<file path="config.mk">
export PLATFORM = sky130hd
export DESIGN_NAME = dmem_port_arbiter
export DESIGN_NICKNAME = d
export VERILOG_FILES = /design/src/rtl/dmem_arb_pkg.sv /design/src/rtl/dmem_addr_check.sv /design/src/rtl/dmem_port_arbiter.sv
export SDC_FILE = /design/constraint.sdc
export NUM_CORES = 1
export LEC_CHECK = 0
export CAP_MARGIN = 40
export CORE_AREA = 2 2 118 120
export DETAILED_ROUTE_END_ITERATION = 10
export DIE_AREA = 0 0 120 122
export HOLD_SLACK_MARGIN = 0.02
export PLACE_DENSITY = 0.78
export SLEW_MARGIN = 40
export SYNTH_ARGS = -nofsm -noshare
export SYNTH_HDL_FRONTEND = slang
export SYNTH_HIERARCHICAL = 1
export SYNTH_SLANG_ARGS = --single-unit
</file>
<file path="constraint.sdc">
create_clock -name clk -period 8.65 [get_ports clk]
set_input_delay 1.73 -clock clk [delete_from_list [all_inputs] [get_ports clk]]
set_output_delay 1.73 -clock clk [all_outputs]
set_load 0.02 [all_outputs]
</file>
<file path="src/rtl/dmem_arb_pkg.sv">
// Shared constants for the data-memory port arbiter: owner-state encoding,
// port indices and the byte size of the legal address window.
package dmem_arb_pkg;

  // Owner FSM encoding
  localparam logic [1:0] ST_IDLE = 2'd0;
  localparam logic [1:0] ST_OWN0 = 2'd1;
  localparam logic [1:0] ST_OWN1 = 2'd2;

  // Requester indices: 0 = load/store unit, 1 = debug/DMA loader
  localparam logic PORT0 = 1'b0;
  localparam logic PORT1 = 1'b1;

  // Owner state that serves the given port
  function automatic logic [1:0] own_state(input logic port);
    return port ? ST_OWN1 : ST_OWN0;
  endfunction

  // Bytes covered by a word-indexed memory of the given depth
  function automatic logic [31:0] window_bytes(input int depth);
    return 32'(4 * depth);
  endfunction

endpackage

</file>
<file path="src/rtl/dmem_addr_check.sv">
// Combinational range/alignment check of the owner's byte address and the
// BASE-relative offset presented to the data memory.
module dmem_addr_check #(
  parameter int                ADDR_W       = 32,
  parameter int                MEMORY_DEPTH = 256,
  parameter logic [ADDR_W-1:0] BASE_ADDR    = 32'h1001_0000
) (
  input  logic [ADDR_W-1:0] addr_i,
  output logic              addr_ok_o,
  output logic [ADDR_W-1:0] offset_o
);
  import dmem_arb_pkg::*;

  localparam logic [ADDR_W-1:0] WINDOW = ADDR_W'(window_bytes(MEMORY_DEPTH));

  // Offset is always passed on; legality needs lower bound, window and alignment.
  always_comb begin
    offset_o  = addr_i - BASE_ADDR;
    addr_ok_o = (addr_i >= BASE_ADDR) && (offset_o < WINDOW) && (addr_i[1:0] == 2'b00);
  end

endmodule

</file>
<file path="src/rtl/dmem_port_arbiter.sv">
// Two-port arbiter in front of the single-port data memory.
// Port 0 = pipeline load/store unit, port 1 = debug/DMA loader.
// Registered owner FSM, combinational grant from the owner's request,
// registered read return, bounded bursts with lock, address window check.
// Optional feature: define DMEM_ARB_RR_EN for round-robin choice in IDLE;
// otherwise port 0 wins IDLE contention.
module dmem_port_arbiter #(
  parameter int                    DATA_WIDTH   = 32,
  parameter int                    MEMORY_DEPTH = 256,
  parameter logic [DATA_WIDTH-1:0] BASE_ADDR    = 32'h1001_0000,
  parameter int                    MAX_BURST    = 4
) (
  input  logic                  clk,
  input  logic                  reset,
  input  logic                  P0_Req_i,
  input  logic                  P0_Write_i,
  input  logic                  P0_Lock_i,
  input  logic [DATA_WIDTH-1:0] P0_Addr_i,
  input  logic [DATA_WIDTH-1:0] P0_Wdata_i,
  output logic                  P0_Gnt_o,
  output logic                  P0_Rvalid_o,
  output logic [DATA_WIDTH-1:0] P0_Rdata_o,
  output logic                  P0_Err_o,
  input  logic                  P1_Req_i,
  input  logic                  P1_Write_i,
  input  logic                  P1_Lock_i,
  input  logic [DATA_WIDTH-1:0] P1_Addr_i,
  input  logic [DATA_WIDTH-1:0] P1_Wdata_i,
  output logic                  P1_Gnt_o,
  output logic                  P1_Rvalid_o,
  output logic [DATA_WIDTH-1:0] P1_Rdata_o,
  output logic                  P1_Err_o,
  output logic                  Mem_Write_o,
  output logic                  Mem_Read_o,
  output logic [DATA_WIDTH-1:0] Mem_Addr_o,
  output logic [DATA_WIDTH-1:0] Mem_Wdata_o,
  input  logic [DATA_WIDTH-1:0] Mem_Rdata_i
);
  import dmem_arb_pkg::*;

  localparam int               CNT_W     = (MAX_BURST > 1) ? $clog2(MAX_BURST) : 1;
  localparam logic [CNT_W-1:0] BEAT_LAST = CNT_W'(MAX_BURST - 1);

  // Per-port views so both requesters share one description
  logic [1:0]            req_v, wr_v, lock_v, gnt_v, rvalid_v, err_v;
  logic [DATA_WIDTH-1:0] addr_v  [2];
  logic [DATA_WIDTH-1:0] wdata_v [2];
  logic [DATA_WIDTH-1:0] rdata_v [2];

  assign req_v      = {P1_Req_i, P0_Req_i};
  assign wr_v       = {P1_Write_i, P0_Write_i};
  assign lock_v     = {P1_Lock_i, P0_Lock_i};
  assign addr_v[0]  = P0_Addr_i;
  assign addr_v[1]  = P1_Addr_i;
  assign wdata_v[0] = P0_Wdata_i;
  assign wdata_v[1] = P1_Wdata_i;

  logic [1:0]       state_q, state_d;
  logic [CNT_W-1:0] beat_cnt_q, beat_cnt_d;
  logic             owner_valid, owner, other, idle_pick, any_gnt;
  logic             sel_write, addr_ok;
  logic [DATA_WIDTH-1:0] sel_addr, sel_wdata, mem_offset;

  assign owner_valid = (state_q == ST_OWN0) || (state_q == ST_OWN1);
  assign owner       = (state_q == ST_OWN1);
  assign other       = ~owner;
  assign sel_addr    = addr_v[owner];
  assign sel_wdata   = wdata_v[owner];
  assign sel_write   = wr_v[owner];
  assign any_gnt     = |gnt_v;

  dmem_addr_check #(
    .ADDR_W       (DATA_WIDTH),
    .MEMORY_DEPTH (MEMORY_DEPTH),
    .BASE_ADDR    (BASE_ADDR)
  ) u_addr_check (
    .addr_i    (sel_addr),
    .addr_ok_o (addr_ok),
    .offset_o  (mem_offset)
  );

  // Illegal accesses are still granted but never reach the memory.
  assign Mem_Write_o = any_gnt &&  sel_write && addr_ok;
  assign Mem_Read_o  = any_gnt && !sel_write && addr_ok;
  assign Mem_Addr_o  = mem_offset;
  assign Mem_Wdata_o = sel_wdata;

`ifdef DMEM_ARB_RR_EN
  logic rr_last_q, rr_last_d;

  // Track the last served port so IDLE contention alternates.
  always_comb begin
    rr_last_d = rr_last_q;
    if (any_gnt) rr_last_d = owner;
  end

  // Last-served register; port 1 after reset so port 0 goes first.
  always_ff @(posedge clk) begin
    if (!reset) rr_last_q <= PORT1;
    else        rr_last_q <= rr_last_d;
  end

  assign idle_pick = ~rr_last_q;
`else
  assign idle_pick = PORT0;
`endif

  // Owner selection: idle arbitration, release on drop, handover after a burst.
  always_comb begin
    state_d = state_q;
    case (state_q)
      ST_IDLE: begin
        if (req_v[0] && req_v[1]) state_d = own_state(idle_pick);
        else if (req_v[0])        state_d = ST_OWN0;
        else if (req_v[1])        state_d = ST_OWN1;
      end
      ST_OWN0, ST_OWN1: begin
        if (!req_v[owner])
          state_d = req_v[other] ? own_state(other) : ST_IDLE;
        else if (req_v[other] && !lock_v[owner] && (beat_cnt_q >= BEAT_LAST))
          state_d = own_state(other);
      end
      default: state_d = ST_IDLE;
    endcase
  end

  // Beat counter saturates so a locked owner can hold indefinitely.
  always_comb begin
    beat_cnt_d = beat_cnt_q;
    if (state_d != state_q)
      beat_cnt_d = '0;
    else if (any_gnt && (beat_cnt_q != BEAT_LAST))
      beat_cnt_d = beat_cnt_q + 1'b1;
  end

  // Owner state and burst length registers.
  always_ff @(posedge clk) begin
    if (!reset) begin
      state_q    <= ST_IDLE;
      beat_cnt_q <= '0;
    end else begin
      state_q    <= state_d;
      beat_cnt_q <= beat_cnt_d;
    end
  end

  for (genvar gi = 0; gi < 2; gi++) begin : g_port
    logic                  rvalid_q, rerr_q;
    logic [DATA_WIDTH-1:0] rdata_q;

    assign gnt_v[gi] = owner_valid && (owner == 1'(gi)) && req_v[gi];

    // Read return one cycle after the grant; illegal reads return zero data.
    always_ff @(posedge clk) begin
      if (!reset) begin
        rvalid_q <= 1'b0;
        rerr_q   <= 1'b0;
        rdata_q  <= '0;
      end else begin
        rvalid_q <= gnt_v[gi] && !wr_v[gi];
        if (gnt_v[gi] && !wr_v[gi]) begin
          rdata_q <= addr_ok ? Mem_Rdata_i : '0;
          rerr_q  <= !addr_ok;
        end
      end
    end

    assign rvalid_v[gi] = rvalid_q;
    assign rdata_v[gi]  = rdata_q;
    // Read errors ride with Rvalid; write errors pulse with the grant.
    assign err_v[gi]    = (rvalid_q && rerr_q) || (gnt_v[gi] && wr_v[gi] && !addr_ok);
  end

  assign P0_Gnt_o    = gnt_v[0];
  assign P0_Rvalid_o = rvalid_v[0];
  assign P0_Rdata_o  = rdata_v[0];
  assign P0_Err_o    = err_v[0];
  assign P1_Gnt_o    = gnt_v[1];
  assign P1_Rvalid_o = rvalid_v[1];
  assign P1_Rdata_o  = rdata_v[1];
  assign P1_Err_o    = err_v[1];

endmodule

</file>
## Word-level counts from Yosys, hierarchy flattened

Index checks and enable logic that the tools add are counted.

- Register bits: 72
- Input bits: 168
- Output and inout bits: 136
- Logic and storage cells: 81

- Add/subtract/negate cells: 2
- Magnitude comparators: 6
- Eq/ne operators: 4
- Mux-type cells: 23
- Bitwise operators: 3
- Reduce and logical (&&, ||, !) cells: 35

Operator list:

| kind | number |
|---|---|
| 32-bit 2-to-1 mux | 7 |
| 32-bit by 29-bit >= comparator with 1-bit output, second input constant | 1 |
| 32-bit by 11-bit less-than comparator with 1-bit output, second input constant | 1 |
| 32-bit by 29-bit subtractor with 32-bit output, second input constant | 1 |
| 1-bit logical AND | 22 |
| 2-bit 2-to-1 mux | 7 |
| 1-bit 2-to-1 mux | 8 |
| 2-bit OR reduction | 3 |
| 1-bit logical NOT | 5 |
| 2-bit >= comparator, second input constant | 2 |
| 2-bit logical NOT | 2 |
| 1-bit by 2-bit less-than comparator with 1-bit output, second input constant | 2 |
| 2-bit one-hot mux with 2 select lines | 1 |
| 1-bit logical OR | 3 |
| 2-bit by 1-bit adder with 2-bit output, second input constant | 1 |
| 2-bit by 1-bit equality test with 1-bit output, second input constant | 1 |
| 2-bit equality test, second input constant | 1 |
| 2-bit != test | 1 |
| 2-bit != test, second input constant | 1 |
| 1-bit inverter | 2 |
| 1-bit inverter with 2-bit output | 1 |

## Longest topological paths before layout

Gate-level depths: netlist (run 1).

- Depth after elaboration: 12
- Gate-level depth with buffers: 17
- Mapped depth without buffers: 12

## Cells and area by module

The synthesis (run 1) kept the hierarchy.

Modules (own cells, without submodules):

| module | instances | cells an instance | area each (sq um) | seq. area each (sq um) |
|---|---|---|---|---|
| dmem_port_arbiter | 1 | 460 | 4038.9 | 1441.4 |
| dmem_addr_check | 1 | 87 | 606.8 | 0.0 |

## Worst setup path before layout (run 1)

Ideal clock, no wire load.

- Kind: input to output
- From: input P1_Addr_i[16]
- To: output Mem_Read_o
- Data arrival time: 4.743 ns
- Required time: 6.920 ns
- Setup slack: 2.177 ns
- Cell stages on the path: 12
- Buffers on the path: 2
- Cell sequence: mux2_2 inv_1 ha_1 or4b_1 buf_2 o41ai_2 o21ai_1 o32a_1 nor4_2 clkbuf_1 inv_1 nor2_1

- Longest elaborated chain between the ends: 8
- Elaborated cells between the ends (all ways): 9
- Classes of those cells: add/sub (1); order compare (2); mux (3); reduce/logical (3)

RTL lines:

| what | RTL line | source |
|---|---|---|
| from (decl) | dmem_port_arbiter.sv:27 | `input logic [DATA_WIDTH-1:0] P1_Addr_i,` |
| 32-bit 2-to-1 mux (implied by the code) (3 in a row) | dmem_port_arbiter.sv:67 | `assign sel_addr = addr_v[owner];` |
| 32-bit by 29-bit subtractor with 32-bit output | dmem_addr_check.sv:18 | `offset_o = addr_i - BASE_ADDR;` |
| named net Mem_Addr_o[16] | dmem_port_arbiter.sv:35 | `output logic [DATA_WIDTH-1:0] Mem_Addr_o,` |
| 32-bit by 11-bit less-than comparator with 1-bit output | dmem_addr_check.sv:19 | `addr_ok_o = (addr_i >= BASE_ADDR) && (offset_o < WINDOW) && (addr_i[1:0] == 2'b00);` |
| 1-bit logical AND (2 in a row) | dmem_addr_check.sv:19 |  |
| named net addr_ok | dmem_port_arbiter.sv:61 | `logic sel_write, addr_ok;` |
| 1-bit logical AND | dmem_port_arbiter.sv:84 | `assign Mem_Read_o = any_gnt && !sel_write && addr_ok;` |
| to (decl) | dmem_port_arbiter.sv:34 | `output logic Mem_Read_o,` |

The timed path passes the listed nets, and every way through them passes these cells. The select of a mux whose other input is x is not followed.

## Worst setup path after layout (run 1)

- From: input P1_Addr_i[17]
- To: output P0_Err_o

- Longest elaborated chain between the ends: 10
- Elaborated cells between the ends (all ways): 11
- Classes of those cells: add/sub (1); order compare (2); mux (3); reduce/logical (5)

RTL lines:

| what | RTL line | source |
|---|---|---|
| 32-bit 2-to-1 mux (implied by the code) (*) (3 in a row) | dmem_port_arbiter.sv:67 |  |
| named net sel_addr[17] | dmem_port_arbiter.sv:62 | `logic [DATA_WIDTH-1:0] sel_addr, sel_wdata, mem_offset;` |
| 32-bit by 29-bit subtractor with 32-bit output | dmem_addr_check.sv:18 |  |
| 32-bit by 11-bit less-than comparator with 1-bit output | dmem_addr_check.sv:19 |  |
| 1-bit logical AND (*) (2 in a row) | dmem_addr_check.sv:19 |  |
| named net addr_ok | dmem_port_arbiter.sv:61 |  |
| 1-bit logical NOT (*) | dmem_port_arbiter.sv:171 | `assign err_v[gi] = (rvalid_q && rerr_q) \|\| (gnt_v[gi] && wr_v[gi] && !addr_ok);` |
| 1-bit logical AND (*) | dmem_port_arbiter.sv:171 |  |
| 1-bit logical OR (*) | dmem_port_arbiter.sv:171 |  |
| to (decl) | dmem_port_arbiter.sv:23 | `output logic P0_Err_o,` |

The timed path passes the listed nets; every way through them passes the cells marked *. The select of a mux whose other input is x is not followed.

==> impl_metrics.json, run 1 <==
{
  "maxSlewViolCount": 0,
  "die_y_um": 122,
  "drc": 0,
  "start_kind": "input port",
  "holdCritStartpoint": "P1_Rdata_o[6]",
  "post_synth_num_cell_types": 56,
  "r2r_cells": 12,
  "ys_async_sr_fraction_pct": 0,
  "ctsHoldBuffers": 0,
  "p_int_uw": 732,
  "grt_pass1_vias": 4530,
  "tightestPinTransition_ns": 0.700,
  "cp-startpoint": "P1_Addr_i[17]",
  "seq_area_frac_synth_pct": 31.0,
  "synth_flop_cell": "dfxtp_1",
  "rows": 43,
  "overflow": 0,
  "dp_hpwl_um": 12000,
  "drt_iter0_markers": 149,
  "nets": 985,
  "hold_viol_final": 0,
  "via_per_inst": 4.92,
  "syn_area_um2": 4650,
  "hp-class": "register to register",
  "power_leakage_uw": 0.00269,
  "p_switching_uw": 292,
  "multi_input_area_um2": 2830,
  "cellPowerDensity_nw_per_um2": 130,
  "core_area_um2": 13500,
  "start_util_pct": 34.4,
  "maxCapViolations": 0,
  "syn_avg_cell_area_um2": 8.49,
  "cts.clk_slew.worst_paths_ns": 0.06,
  "gp_congestion": 0.882,
  "drt-total-wl_um": 16100,
  "fin_crit_sh_pct": 82.1,
  "r2r_start": "state_q[0]",
  "fin_crit_ns": 7.10,
  "end_kind": "primary output",
  "crit_required_ns": 6.92,
  "drive_gt1_share_pct": 12.4,
  "synth_enable_flop_cells": 0,
  "firstDrtPassIters": 4,
  "die_area_um2": 14600,
  "status": "finished clean",
  "ctsResizeCount": 0,
  "num-fill-cells": 1242,
  "synth_cells": 547,
  "ant_nets": 0,
  "grt_pass1_wl_um": 24100,
  "port_buffers": 303,
  "setup_tns_ns": 0,
  "power_frac_clock_pct": 36.9,
  "dp_cells": 977,
  "antenna_found_initial": 0,
  "cts.htree.levels": 3,
  "via_count": 4884,
  "synth_nets": 724,
  "hold_path_depth": 2,
  "post_cts.repair.setup_buffers": 0,
  "yosys_warnings": 6,
  "numCtsBuffers": 9,
  "power.total_uw": 1020,
  "cts.sinks": 72,
  "ios": 304,
  "root_buffer": "clkbuf_16",
  "rsz0062_at_grt": "no",
  "comb_power_share_pct": 30.3,
  "clk_latency_ns": 0.33,
  "layout_common_cells": "clkdlybuf4s50_1 (302), nand2_1 (77), dfxtp_1 (72)",
  "synthDominantCellAreaShare_pct": 31.0,
  "ir_drop_mv": 0.0818,
  "swShare_pct": 28.5,
  "pwr-share-seq_pct": 32.8,
  "ys_top_cells_by_area": "dfxtp_1 (31%), mux2_2 (16%), a21boi_0 (10%)",
  "die_w_um": 120,
  "stdcell_count": 993,
  "cp.arrival_ns": 5.37,
  "cp_max_fo": 7,
  "grt_start_max_net_pins": 72,
  "layout_commonest_cell": "clkdlybuf4s50_1",
  "regArea_um2": 1440,
  "max-slew-margin-rel_pct": 53.3,
  "ys_seq_elements": 72,
  "setup_viol": 0,
  "cts_tree": "yes",
  "area_growth_pct": 70.2,
  "synth_top_cell_by_area": "dfxtp_1",
  "wl_per_cell_um": 16.2,
  "antenna_cells": 0,
  "finClkSkew_ns": 0.00660,
  "clk_path_buf_depth": 2,
  "critical_path_class": "input port to primary output",
  "fmax_mhz": 141,
  "track_usage_pct": 20.6
}
[flip-flops by register name (all words and copies together) (netlist names)]
register / cells
P0_Rdata_o: 32
P1_Rdata_o: 32
beat_cnt_q: 2
g_port.rerr_q: 2
state_q: 2
P0_Rvalid_o: 1
P1_Rvalid_o: 1
[worst max-delay path: stages]
cell,delay [ns]
clkdlybuf4s50_1,0.40
mux2_2,0.30
inv_1,0.11
ha_1,0.28
nor4b_1,0.54
nand4b_1,0.25
a21oi_1,0.24
xor2_1,0.14
nor4_4,0.43
inv_1,0.16
a32o_1,0.25
clkdlybuf4s50_1,0.53
[kinds of logic (layout without fill, tap and decap cells)]
| group | Yosys count | after routing | share of synthesized area, % |
|---|---|---|---|
| compound gates | 105 | 105 | 16.8 |
| xor+xnor | 13 | 13 | 2.45 |
| fa+ha+maj | 9 | 9 | 2.42 |
| buf+inv | 68 | 334 | 8.43 |
| flops | 72 | 72 | 31.0 |
| mux | 68 | 68 | 16.5 |
| simple gates | 212 | 212 | 22.4 |
[power by group through the flow]
stage	logic [µW]	clock network (µW)	registers [µW]
after floorplan	162	0	343
after global placement	309	0	344
after detailed placement	311	0	344
after CTS	312	387	336
after global routing	329	404	336
final	310	378	336
[worst paths after layout]
kind / end / slack [ns]
setup / recovery: P0_Err_o / 1.55
hold / removal: P1_Rdata_o[6] / 0.46
hold reg to reg: P1_Rdata_o[6] / 0.46
setup reg to reg: P1_Rdata_o[0] / 4.04
[routing by layer]
metal	GRT usage (%)	wire, µm
met1	23.8	6530
met3	6.18	1160
met5	0	0
met2	35.7	7940
met4	8.16	423
[final cells by class]
class	instances	area share, %
inverter	10	0.475
tap	180	2.85
sequential	72	18.2
clock inverter	7	0.981
timing repair buffer	308	38.8
multi-input combinational	407	35.8
clock buffer	9	2.85
[cell usage after synthesis, types with 2 or more instances]
| master | instances |
|---|---|
| a211oi_1 | 2 |
| a21boi_0 | 64 |
| a21oi_1 | 9 |
| a31oi_1 | 2 |
| a32o_1 | 3 |
| and2_1 | 3 |
| buf_2 | 17 |
| buf_4 | 20 |
| buf_6 | 4 |
| clkbuf_1 | 16 |
| dfxtp_1 | 72 |
| ha_1 | 9 |
| inv_1 | 10 |
| mux2_2 | 64 |
| mux2i_1 | 3 |
| nand2_1 | 77 |
| nand2b_1 | 4 |
| nand3_1 | 67 |
| nand3b_1 | 3 |
| nand4_1 | 2 |
| nand4b_1 | 3 |
| nor2_1 | 19 |
| nor2_2 | 2 |
| nor3_1 | 9 |
| nor4_1 | 5 |
| nor4b_1 | 3 |
| o211a_1 | 2 |
| o21ai_0 | 9 |
| o32a_1 | 2 |
| o32ai_1 | 2 |
| or2_2 | 3 |
| or3_1 | 2 |
| xnor2_1 | 6 |
| xor2_1 | 7 |
[metrics by stage]
| step | utilization (%) | instance area, µm² | hold slack [ns] | setup WS, ns |
|---|---|---|---|---|
| finish | 58.5 | 7910 | 0.463 | 1.55 |
| global placement | 56.3 | 7600 | 0.450 | 1.66 |
| detailed placement | 56.3 | 7600 | 0.458 | 1.62 |
| floorplan | - | 4650 | 0.472 | 2.18 |
| CTS | 58.5 | 7910 | 0.466 | 1.61 |
| global route | 58.5 | 7910 | 0.483 | 1.30 |
Power figures use the tool's default switching activity.
==> run 2: changes to the inputs <==
- CORE_AREA: 2 2 118 120 -> default
- CORE_MARGIN: default -> 1.5
- CORE_UTILIZATION: default -> 33
- DIE_AREA: 0 0 120 122 -> default
- PLACE_DENSITY: 0.78 -> 0.77
- clock period: 8.65 -> 6.1 ns (I/O delays scaled with it)
==> run 2 against run 1 <==
Compared with the run above:
- hold slack worse by 0.0036 ns
- flip-flop and latch count unchanged
- combinational power up 44%
- clock skew up 0.0013 ns
- clock power up 25%
- core utilization down 1.3 points
- sequential power up 42%
- die area up 1.1%
- non-clock buffer count up 5
- largest cell class unchanged
==> impl_metrics.json, run 2 (same netlist as run 1, synthesis figures left out) <==
{
  "via_per_inst": 4.93,
  "p_int_uw": 1010,
  "drt_iter0_markers": 242,
  "nets": 990,
  "critical_path_class": "input port to primary output",
  "area_growth_pct": 70.4,
  "p_switching_uw": 391,
  "status": "finished clean",
  "ant_nets": 0,
  "end_kind": "primary output",
  "cpLargestDelayFamily": "buffers and inverters",
  "ios": 304,
  "clk_path_buf_depth": 2,
  "power_frac_clock_pct": 33.9,
  "dp_slack_ns": 0.0248,
  "start_util_pct": 33.6,
  "hp-class": "register to register",
  "antenna_found_initial": 0,
  "cts.htree.levels": 3,
  "die_w_um": 122,
  "rows": 43,
  "pwr-share-seq_pct": 34.2,
  "final_util_pct": 57.2,
  "core_area_um2": 13800,
  "drc": 0,
  "setup_tns_ns": 0,
  "layout_commonest_cell": "clkdlybuf4s50_1",
  "setup_viol": 0,
  "r2r_cells": 14,
  "finClkSkew_ns": 0.00786,
  "fin_crit_ns": 5.91,
  "path_depth": 13,
  "cts.clk_slew.worst_paths_ns": 0.05,
  "dp_hpwl_um": 12200,
  "power.total_uw": 1400,
  "cp_slowest_cell": "or4b_4",
  "wl_per_cell_um": 16.4,
  "maxCapViolations": 0,
  "crit_required_ns": 4.88,
  "comb_power_share_pct": 31.9,
  "num-fill-cells": 1296,
  "via_count": 4922,
  "fmax_mhz": 169,
  "root_buffer": "clkbuf_16",
  "stdcell_count": 998,
  "tightestPinTransition_ns": 0.701,
  "path_buf_inv": 5,
  "swShare_pct": 28.0,
  "cp.arrival_ns": 4.69,
  "grt_pass1_wl_um": 24600,
  "start_kind": "input port",
  "numCtsBuffers": 9,
  "drt-total-wl_um": 16300,
  "cts_tree": "yes",
  "hold_path_depth": 2,
  "power_leakage_uw": 0.00270,
  "port_buffers": 303,
  "cts.sinks": 72,
  "hold_viol_final": 0,
  "grt_start_max_net_pins": 72,
  "maxSlewViolCount": 0,
  "grt_pass1_vias": 4582,
  "firstDrtPassIters": 4,
  "track_usage_pct": 21.1,
  "max-slew-margin-rel_pct": 53.2,
  "rsz0062_at_grt": "no",
  "cp_max_fo": 7,
  "overflow": 0,
  "max_stage_delay_ns": 0.54,
  "ir_drop_mv": 0.144,
  "clk_latency_ns": 0.33,
  "antenna_cells": 0,
  "cellPowerDensity_nw_per_um2": 176,
  "die_area_um2": 14800,
  "fin_ws_ns": 0.186,
  "die_y_um": 122,
  "cp_cell_sequence": "clkdlybuf4s50_1 > mux2_2 > inv_1 > ha_2 > or4b_4 > nor4b_1 > a31oi_1 > a21o_2 > nor4_4 > buf_4 > inv_1 > a32o_1 > clkdlybuf4s50_1",
  "drive_gt1_share_pct": 12.8,
  "fin_crit_sh_pct": 96.9,
  "layout_common_cells": "clkdlybuf4s50_1 (302), nand2_1 (77), dfxtp_1 (72)",
  "dp_cells": 981,
  "gp_congestion": 0.863
}
[run 2: power by group through the flow]
stage	sequential [µW]	clock, µW	combinational, µW
after global placement	488	0	444
after global routing	477	510	474
after CTS	477	486	447
final	477	473	446
after detailed placement	488	0	445
after floorplan	486	0	230
[run 2: worst paths after layout]
kind	start	to	slack [ns]
setup / recovery	P0_Addr_i[16]	P1_Err_o	0.19
hold / removal	P0_Rdata_o[7]	P0_Rdata_o[7]	0.46
setup reg to reg	state_q[0]	P0_Rdata_o[0]	1.70
hold reg to reg	P0_Rdata_o[7]	P0_Rdata_o[7]	0.46
[run 2: timing repair]
item | CTS | global route
buffers inserted | 0 | 1
hold buffers | 0 | 0
endpoints found under the setup margin | 0 | 4
gates resized for setup | 0 | 2
[run 2: worst register-to-register path, stage by stage (launching register included)]
cell and delay [ns]:
dfxtp_1 0.39, inv_1 0.24, ha_4 0.40, mux2_2 0.46, inv_1 0.10, ha_2 0.25
or4b_4 0.54, nor4b_1 0.28, a31oi_1 0.08, a21o_2 0.24, nor4_4 0.24, buf_4 0.17
buf_4 0.53, nand3_1 0.19, a21boi_0 0.21
[run 2: through the flow]
stage / cell area (µm²) / hold slack [ns]
floorplan: 4650 / 0.472
global placement: 7630 / 0.450
detailed placement: 7630 / 0.457
CTS: 7900 / 0.464
global route: 7920 / 0.482
finish: 7920 / 0.459
[run 2: final cells by class]
class                           count  area, µm²  share of cell area [%]
Clock buffer                       13        250                    3.16
Clock inverter                      3       17.5                   0.221
Inverter                           10       37.5                   0.474
Multi-Input combinational cell    407       2840                    35.9
Sequential cell                    72       1440                    18.2
Tap cell                          180        225                    2.85
Timing Repair Buffer              313       3100                    39.2
[run 2: metal layers]
metal,GRT usage [%],vias up,wire length (µm)
li1,-,2446,-
met1,25.5,2272,6540
met2,36.8,182,8240
met3,5.57,22,1230
met4,6.47,0,330
met5,0,-,0
